==> src/rtl/alsu_seg_display.sv <==
// alsu_seg_display: ALSU result to decimal on a 4-digit multiplexed 7-segment display, with an error banner
module alsu_seg_display #(
  parameter int REFRESH_DIV = 50000
) (
  input  logic        clk,
  input  logic        rst,
  input  logic [5:0]  out_in,
  input  logic [15:0] leds_in,
  output logic [3:0]  anode,
  output logic [6:0]  seg,
  output logic        dp,
  output logic        conv_busy
);
  localparam int CW = $clog2(REFRESH_DIV);
  localparam logic [CW-1:0] LAST = CW'(REFRESH_DIV - 1);
  localparam logic [3:0] CH_E = 4'd10;
  localparam logic [3:0] CH_R = 4'd11;
  localparam logic [3:0] CH_BL = 4'd15;
  typedef enum logic {IDLE, CONV} state_t;
  state_t state, nxt;
  logic [5:0] shadow;
  logic [13:0] sr, sr_nxt;
  logic [3:0] adj_t, adj_o, ones, tens, cur;
  logic [2:0] step;
  logic [CW-1:0] scan;
  logic [1:0] idx;
  logic start, done, err;
  function automatic logic [6:0] decode(input logic [3:0] c);
    case (c)
      4'd0: decode = 7'b1000000;
      4'd1: decode = 7'b1111001;
      4'd2: decode = 7'b0100100;
      4'd3: decode = 7'b0110000;
      4'd4: decode = 7'b0011001;
      4'd5: decode = 7'b0010010;
      4'd6: decode = 7'b0000010;
      4'd7: decode = 7'b1111000;
      4'd8: decode = 7'b0000000;
      4'd9: decode = 7'b0010000;
      CH_E: decode = 7'b0000110;
      CH_R: decode = 7'b0101111;
      default: decode = 7'b1111111;
    endcase
  endfunction
  assign adj_t = sr[13:10] >= 4'd5 ? sr[13:10] + 4'd3 : sr[13:10];
  assign adj_o = sr[9:6] >= 4'd5 ? sr[9:6] + 4'd3 : sr[9:6];
  assign sr_nxt = {adj_t, adj_o, sr[5:0]} << 1;
  assign start = state == IDLE && out_in != shadow;
  assign done = state == CONV && step == 3'd5;
  assign err = |leds_in;
  assign dp = 1'b1;
  // conversion FSM state register
  always_ff @(posedge clk)
    if (rst) state <= IDLE;
    else state <= nxt;
  // next state: a new input value starts a conversion, the sixth shift ends it
  always_comb
    nxt = start ? CONV : done ? IDLE : state;
  // busy flag follows the CONV state
  always_comb
    conv_busy = state == CONV;
  // double-dabble datapath: load on start, add-3/shift each CONV cycle, publish digits on the last step
  always_ff @(posedge clk)
    if (rst) begin
      shadow <= '0;
      sr <= '0;
      step <= '0;
      ones <= '0;
      tens <= '0;
    end else if (start) begin
      shadow <= out_in;
      sr <= {8'd0, out_in};
      step <= '0;
    end else if (state == CONV) begin
      sr <= sr_nxt;
      step <= step + 3'd1;
      if (done) {tens, ones} <= sr_nxt[13:6];
    end
  // refresh scan: each digit stays selected for REFRESH_DIV cycles
  always_ff @(posedge clk)
    if (rst) begin
      scan <= '0;
      idx <= '0;
    end else if (scan == LAST) begin
      scan <= '0;
      idx <= idx + 2'd1;
    end else scan <= scan + 1'b1;
  // character for the selected digit; the error banner overrides the number immediately
  always_comb
    cur = err ? (idx == 2'd3 ? CH_E : idx == 2'd0 ? CH_BL : CH_R)
              : idx == 2'd0 ? ones : (idx == 2'd1 && tens != 4'd0) ? tens : CH_BL;
  // registered anode/segment drive
  always_ff @(posedge clk)
    if (rst) begin
      anode <= 4'b1111;
      seg <= 7'b1111111;
    end else begin
      anode <= ~(4'b0001 << idx);
      seg <= decode(cur);
    end
endmodule

==> config.mk <==
export PLATFORM = sky130hd
export DESIGN_NAME = alsu_seg_display
export DESIGN_NICKNAME = d
export VERILOG_FILES = /design/src/rtl/alsu_seg_display.sv
export SDC_FILE = /design/constraint.sdc
export NUM_CORES = 1
export LEC_CHECK = 0
export ABC_AREA = 0
export CAP_MARGIN = 20
export CORE_UTILIZATION = 30
export CTS_CLUSTER_SIZE = 16
export DETAILED_ROUTE_END_ITERATION = 10
export SYNTH_ARGS = -nofsm -noshare
export SYNTH_HDL_FRONTEND = slang
export SYNTH_SLANG_ARGS = --single-unit
==> constraint.sdc <==
create_clock -name clk -period 2.8 [get_ports clk]
set_input_delay 0.56 -clock clk [delete_from_list [all_inputs] [get_ports clk]]
set_output_delay 0.56 -clock clk [all_outputs]
set_load 0.005 [all_outputs]
# Word level (Yosys, flattened, before mapping)
# Memories as Yosys holds them, arrays and structs flattened. A register that Yosys moved wholly into a read port is not among the register bits.
# Cells that the tools add are included.
[totals]
reg_bits = 54
mem_bits_ro = 112
inputBits = 24
output_inout_bits = 13
mem_count = 1
[memory_table]
columns = ["memory", "depth", "word_bits", "rd", "rd_clocked_by_memory_dff", "wr", "line", "source"]
rows = [
  ["(no name shown)", 16, 7, 1, 1, 0, "29", "case (c)"],
]
[classes]
n_addsub = 5
order_cmp = 2
eq_ne = 5
shift = 1
mux = 11
bitwise_logic = 3
reduce_logical = 11
[op_table]
columns = ["operator", "n"]
rows = [
  ["$add 16x1->16 const B", 1],
  ["$eq 16x16->1 const B", 1],
  ["$mux 4", 4],
  ["$reduce_or 16->1", 1],
  ["$mux 6", 2],
  ["$mux 3", 3],
  ["$ge 4x3->1 const B", 2],
  ["$ne 6x6->1", 1],
  ["$add 4x2->4 const B", 1],
  ["$not 4->4", 1],
  ["$reduce_bool 2->1", 2],
  ["$reduce_bool 4->1", 1],
  ["$reduce_or 2->1", 2],
  ["$shl 1x2->4 const A", 1],
  ["$add 3x1->3 const B", 1],
  ["$add 3x2->3 const B", 1],
  ["$eq 3x3->1 const B", 1],
  ["$logic_and 1x1->1", 3],
  ["$reduce_and 3->1", 1],
  ["$add 2x1->2 const B", 1],
  ["$eq 2x1->1 const B", 1],
  ["$eq 2x2->1 const B", 1],
  ["$logic_not 2->1", 1],
  ["$mux 1", 2],
  ["$not 1->1", 2],
]

# Depth between registers and ports, before layout
[depth]
ltp_word = 5
ltp_mapped = 11
ltp_nobuf = 11

# Least setup slack after synthesis
# Ideal clock, no wire load.
[synth_path]
kind = "input to register"
from = "input port leds_in[1]"
to = "register seg[6]"
setup_ps = 121
t_arrival_ps = 2052
setup_slack_ps = 626
cell_stages = 9
n_path_buf = 1
path_cell_list = "nor4_1 -> and4_1 -> buf_6 -> o21a_1 -> inv_1 -> ha_1 -> nor2_1 -> nand3_1 -> mux2_4"
[synth_between]
elab_chain_len = 2
[synth_rtl]
columns = ["element", "line", "source"]
rows = [
  ["start, declared", "8", "input logic [15:0] leds_in,"],
  ["$reduce_or 16->1", "50", "assign err = |leds_in;"],
  ["$mux 4", "90", "cur = err ? (idx == 2'd3 ? CH_E : idx == 2'd0 ? CH_BL : CH_R)"],
  ["end, declared", "10", "output logic [6:0] seg,"],
]
# Every way passes these cells.
# A chain may end at the register's enable or synchronous reset.

# Final worst setup path
[layout_path]
from = "register idx[0]"
to = "register seg[1]"
[layout_between]
elab_chain_len = 5
elab_cells_between_ends = 9
[layout_rtl]
columns = ["element", "line", "source"]
rows = [
  ["start, declared", "26", "logic [1:0] idx;"],
  ["start signal, assigned", "86", "idx <= idx + 2'd1;"],
  ["$eq 2x1->1", "91", ": idx == 2'd0 ? ones : (idx == 2'd1 && tens != 4'd0) ? tens : CH_BL;"],
  ["$logic_and 1x1->1", "91", ""],
  ["$mux 4 (2 in series)", "91", ""],
  ["$mux 4 (*)", "90", ""],
]
# Every way passes the cells marked *; elsewhere a longest branch is shown, timed or not.

==> out/results.tsv <==
metric	value	unit
ys.flop_type	dfxtp_1	
ys_ff_latch	61	
clk_pin_slew	70	ps
drt_iter0_markers	80	
die-area	10200	µm²
holdWs	460	ps
cts_max_level	3	
critPathKind	reg -> reg	
post-route-util	38.8	%
min_from	sr[0]$_SDFFE_PP0P_	
clock_latency	330	ps
vias	2286	
synthesis.nets	357	
path_buf_inv	1	
r2r_setup_slack	320	ps
cts-resized-gates	0	
cts_setup_buffers	0	
r2r_cells	9	
critPathLaunchType	flop	
instances_no_fill	493	
critPathCapture	seg[1]$_SDFF_PP1_	
die_w	101	µm
layout_min_cycle_time	2480	ps
cap_violations	0	
seq_area_frac_synth	41.7	%
tritoncts	done	
gp_congestion	0.857	
synth_enable_flop_cells	0	
crit_path_start	idx[0]$_SDFFE_PP0P_	
maxSlewViolCount	0	
syn_area_per_cell	9.18	µm²
worst-path-max-fanout	15	
powerDensity	510	nW/µm²
wl_per_cell	11.3	µm
post-dp-hpwl	4120	µm
grt-ovfl-total	0	
hold_viol	0	
num_antenna_cells	0	
cts_root_buffer	clkbuf_8	
grt_pass1_vias	2146	
syn_area	2930	µm²
cts_buffer_depth	2	
rows	35	
worst_path_most_repeated_cell	ha_1	
die_h	101	µm
status	finished, final reports clean	
worst_setup_path_end_kind	flop	
critical_path_depth	9	
synth_cells	319	
cts_buffers	9	
r2r-end	seg[1]$_SDFF_PP1_	
critPathSlowestCell	ha_1	
drc	0	
final.setup.tns	0	ps
clock_sinks	61	
finalWirelength	5570	µm
fin_area	3620	µm²
rsz0062_at_grt	false	
setup_viol	0	
async_flop_share	0	%
clock.fmax	402	MHz
dp.cells	477	
place_area	3420	µm²
synth.distinct_cells	51	
core_area	9330	µm²
worstPathCellList	inv_1, ha_1, nor2_1, a32oi_1, nand2_1, o21a_1, ha_1, o31a_1, o21ai_0	
grt_pass1_wl	9430	µm
crit_family	compound AO/OA/AOI/OAI gates	
io_buffers	35	
num_io_pins	37	
p_leak	1.37	nW
critPathMaxStageDelay	470	ps
ir_drop	0.224	mV
nNetsFinal	397	
detail-route-antenna-nets	0	
crit_required	3060	ps
grt_util_all_layers	11.8	%
r2r_start	idx[0]$_SDFFE_PP0P_	
via_per_inst	4.64	
hp-class	reg -> reg	
drtPass1Iterations	4	
syn2layout_area_growth	23.7	%
start_util	31.4	%
grt_max_degree	31	
ys_warn_count	0	
hold_buffers	0	
fin_crit_sh	88.7	%
drive_gt1_share	8.79	%
cp.arrival	2740	ps
holdPathStages	2	
finalClockSkew	6.70	ps
antenna_found_initial	0	
## cell usage in the layout, fill, tap and decap left out, types with 3 or more instances in the layout
cell             synthesis  final
a21oi_1                 11     11
a22o_1                   5      5
a22oi_1                  6      6
a32oi_1                  4      4
and3_1                   3      3
buf_4                    1      6
clkbuf_8                 0      9
clkdlybuf4s50_1          0     35
clkinv_2                 0      3
dfxtp_1                 61     61
ha_1                    14     14
inv_1                   15     15
mux2i_1                 16     16
nand2_1                 22     22
nand2b_1                 4      4
nand3_1                 13     13
nand4_1                  4      4
nor2_1                  44     44
nor3_1                   6      6
nor3b_1                  5      5
nor4_1                   4      4
o21ai_0                  9      9
or3_1                    4      4
xnor2_1                 15     15
xor2_1                  12     12
## worst min path at each step
stage,to,slack (ps)
6_report,sr[1]$_SDFFE_PP0P_,460
5_1_grt,sr[4]$_SDFFE_PP0P_,490
4_1_cts,sr[1]$_SDFFE_PP0P_,470
3_5_place_dp,scan[0]$_SDFF_PP0_,450
3_3_place_gp,scan[0]$_SDFF_PP0_,440
2_1_floorplan,scan[0]$_SDFF_PP0_,430
## layout make-up
type / instances / area, µm²
Clock buffer: 11 / 131
Fill cell: 967 / 5700
Multi-Input combinational cell: 231 / 1580
Tap cell: 129 / 161
Clock inverter: 5 / 75.1
Sequential cell: 61 / 1220
Timing Repair Buffer: 41 / 395
Inverter: 15 / 56.3
## routing by layer
layer | GRT usage [%] | wire [µm] | up-vias
met3 | 3.40 | 147 | 14
met4 | 6.47 | 145 | 0
met2 | 19.3 | 2630 | 44
met1 | 13.7 | 2650 | 1041
met5 | 0 | 0 | -
li1 | - | - | 1187
## synth_stat cells, types with 3 or more instances
library cell  number  area [µm²]
mux2i_1           16         160
or3_1              4        25.0
inv_1             15        56.3
nand4_1            4        25.0
nor3b_1            5        37.5
buf_2              4        20.0
nor4_1             4        25.0
xnor2_1           15         131
dfxtp_1           61        1220
a22o_1             5        43.8
ha_1              14         175
o21ai_0            9        45.0
nand2b_1           4        25.0
a21oi_1           11        55.1
and3_1             3        18.8
a22oi_1            6        45.0
nand3_1           13        65.1
nor2_1            44         165
a32oi_1            4        35.0
clkbuf_1           4        15.0
nand2_1           22        82.6
xor2_1            12         105
nor3_1             6        30.0
## worst min-delay path, delay by kind of cell (launching register included)
kind | cells | cell delay (ps)
and+or+nand+nor | 1 | 60
DFF | 1 | 310
AOI/OAI and AO/OA | 1 | 50
## power by group
group | switching [mW] | total, mW | internal [mW] | leakage [nW]
Sequential | 0.0126 | 0.898 | 0.886 | 0.496
Clock | 0.328 | 0.825 | 0.497 | 0.107
Combinational | 0.0568 | 0.122 | 0.0655 | 0.766
## state kept, by name, summed over array words and instances, names as in the netlist
name	cells
seg	7
sr	14
conv_busy	1
step	3
ones	4
scan	16
idx	2
tens	4
anode	4
shadow	6
## kinds of logic after synthesis
group	Yosys count	synth area share, %
xor+xnor	27	8.07
other cells	1	0.128
buf+inv	27	4.27
flops	61	41.7
simple gates	120	20.3
mux	17	5.98
fa+ha+maj	14	5.98
compound gates	52	13.5
## stage by stage
stage,setup WS [ps],power [mW]
after floorplan,626,0.986
after global placement,163,1.04
after detailed placement,93.9,1.04
after CTS,299,1.87
after global routing,97.7,1.92
final,315,1.85
No activity file was read; power rests on OpenSTA's default activity.
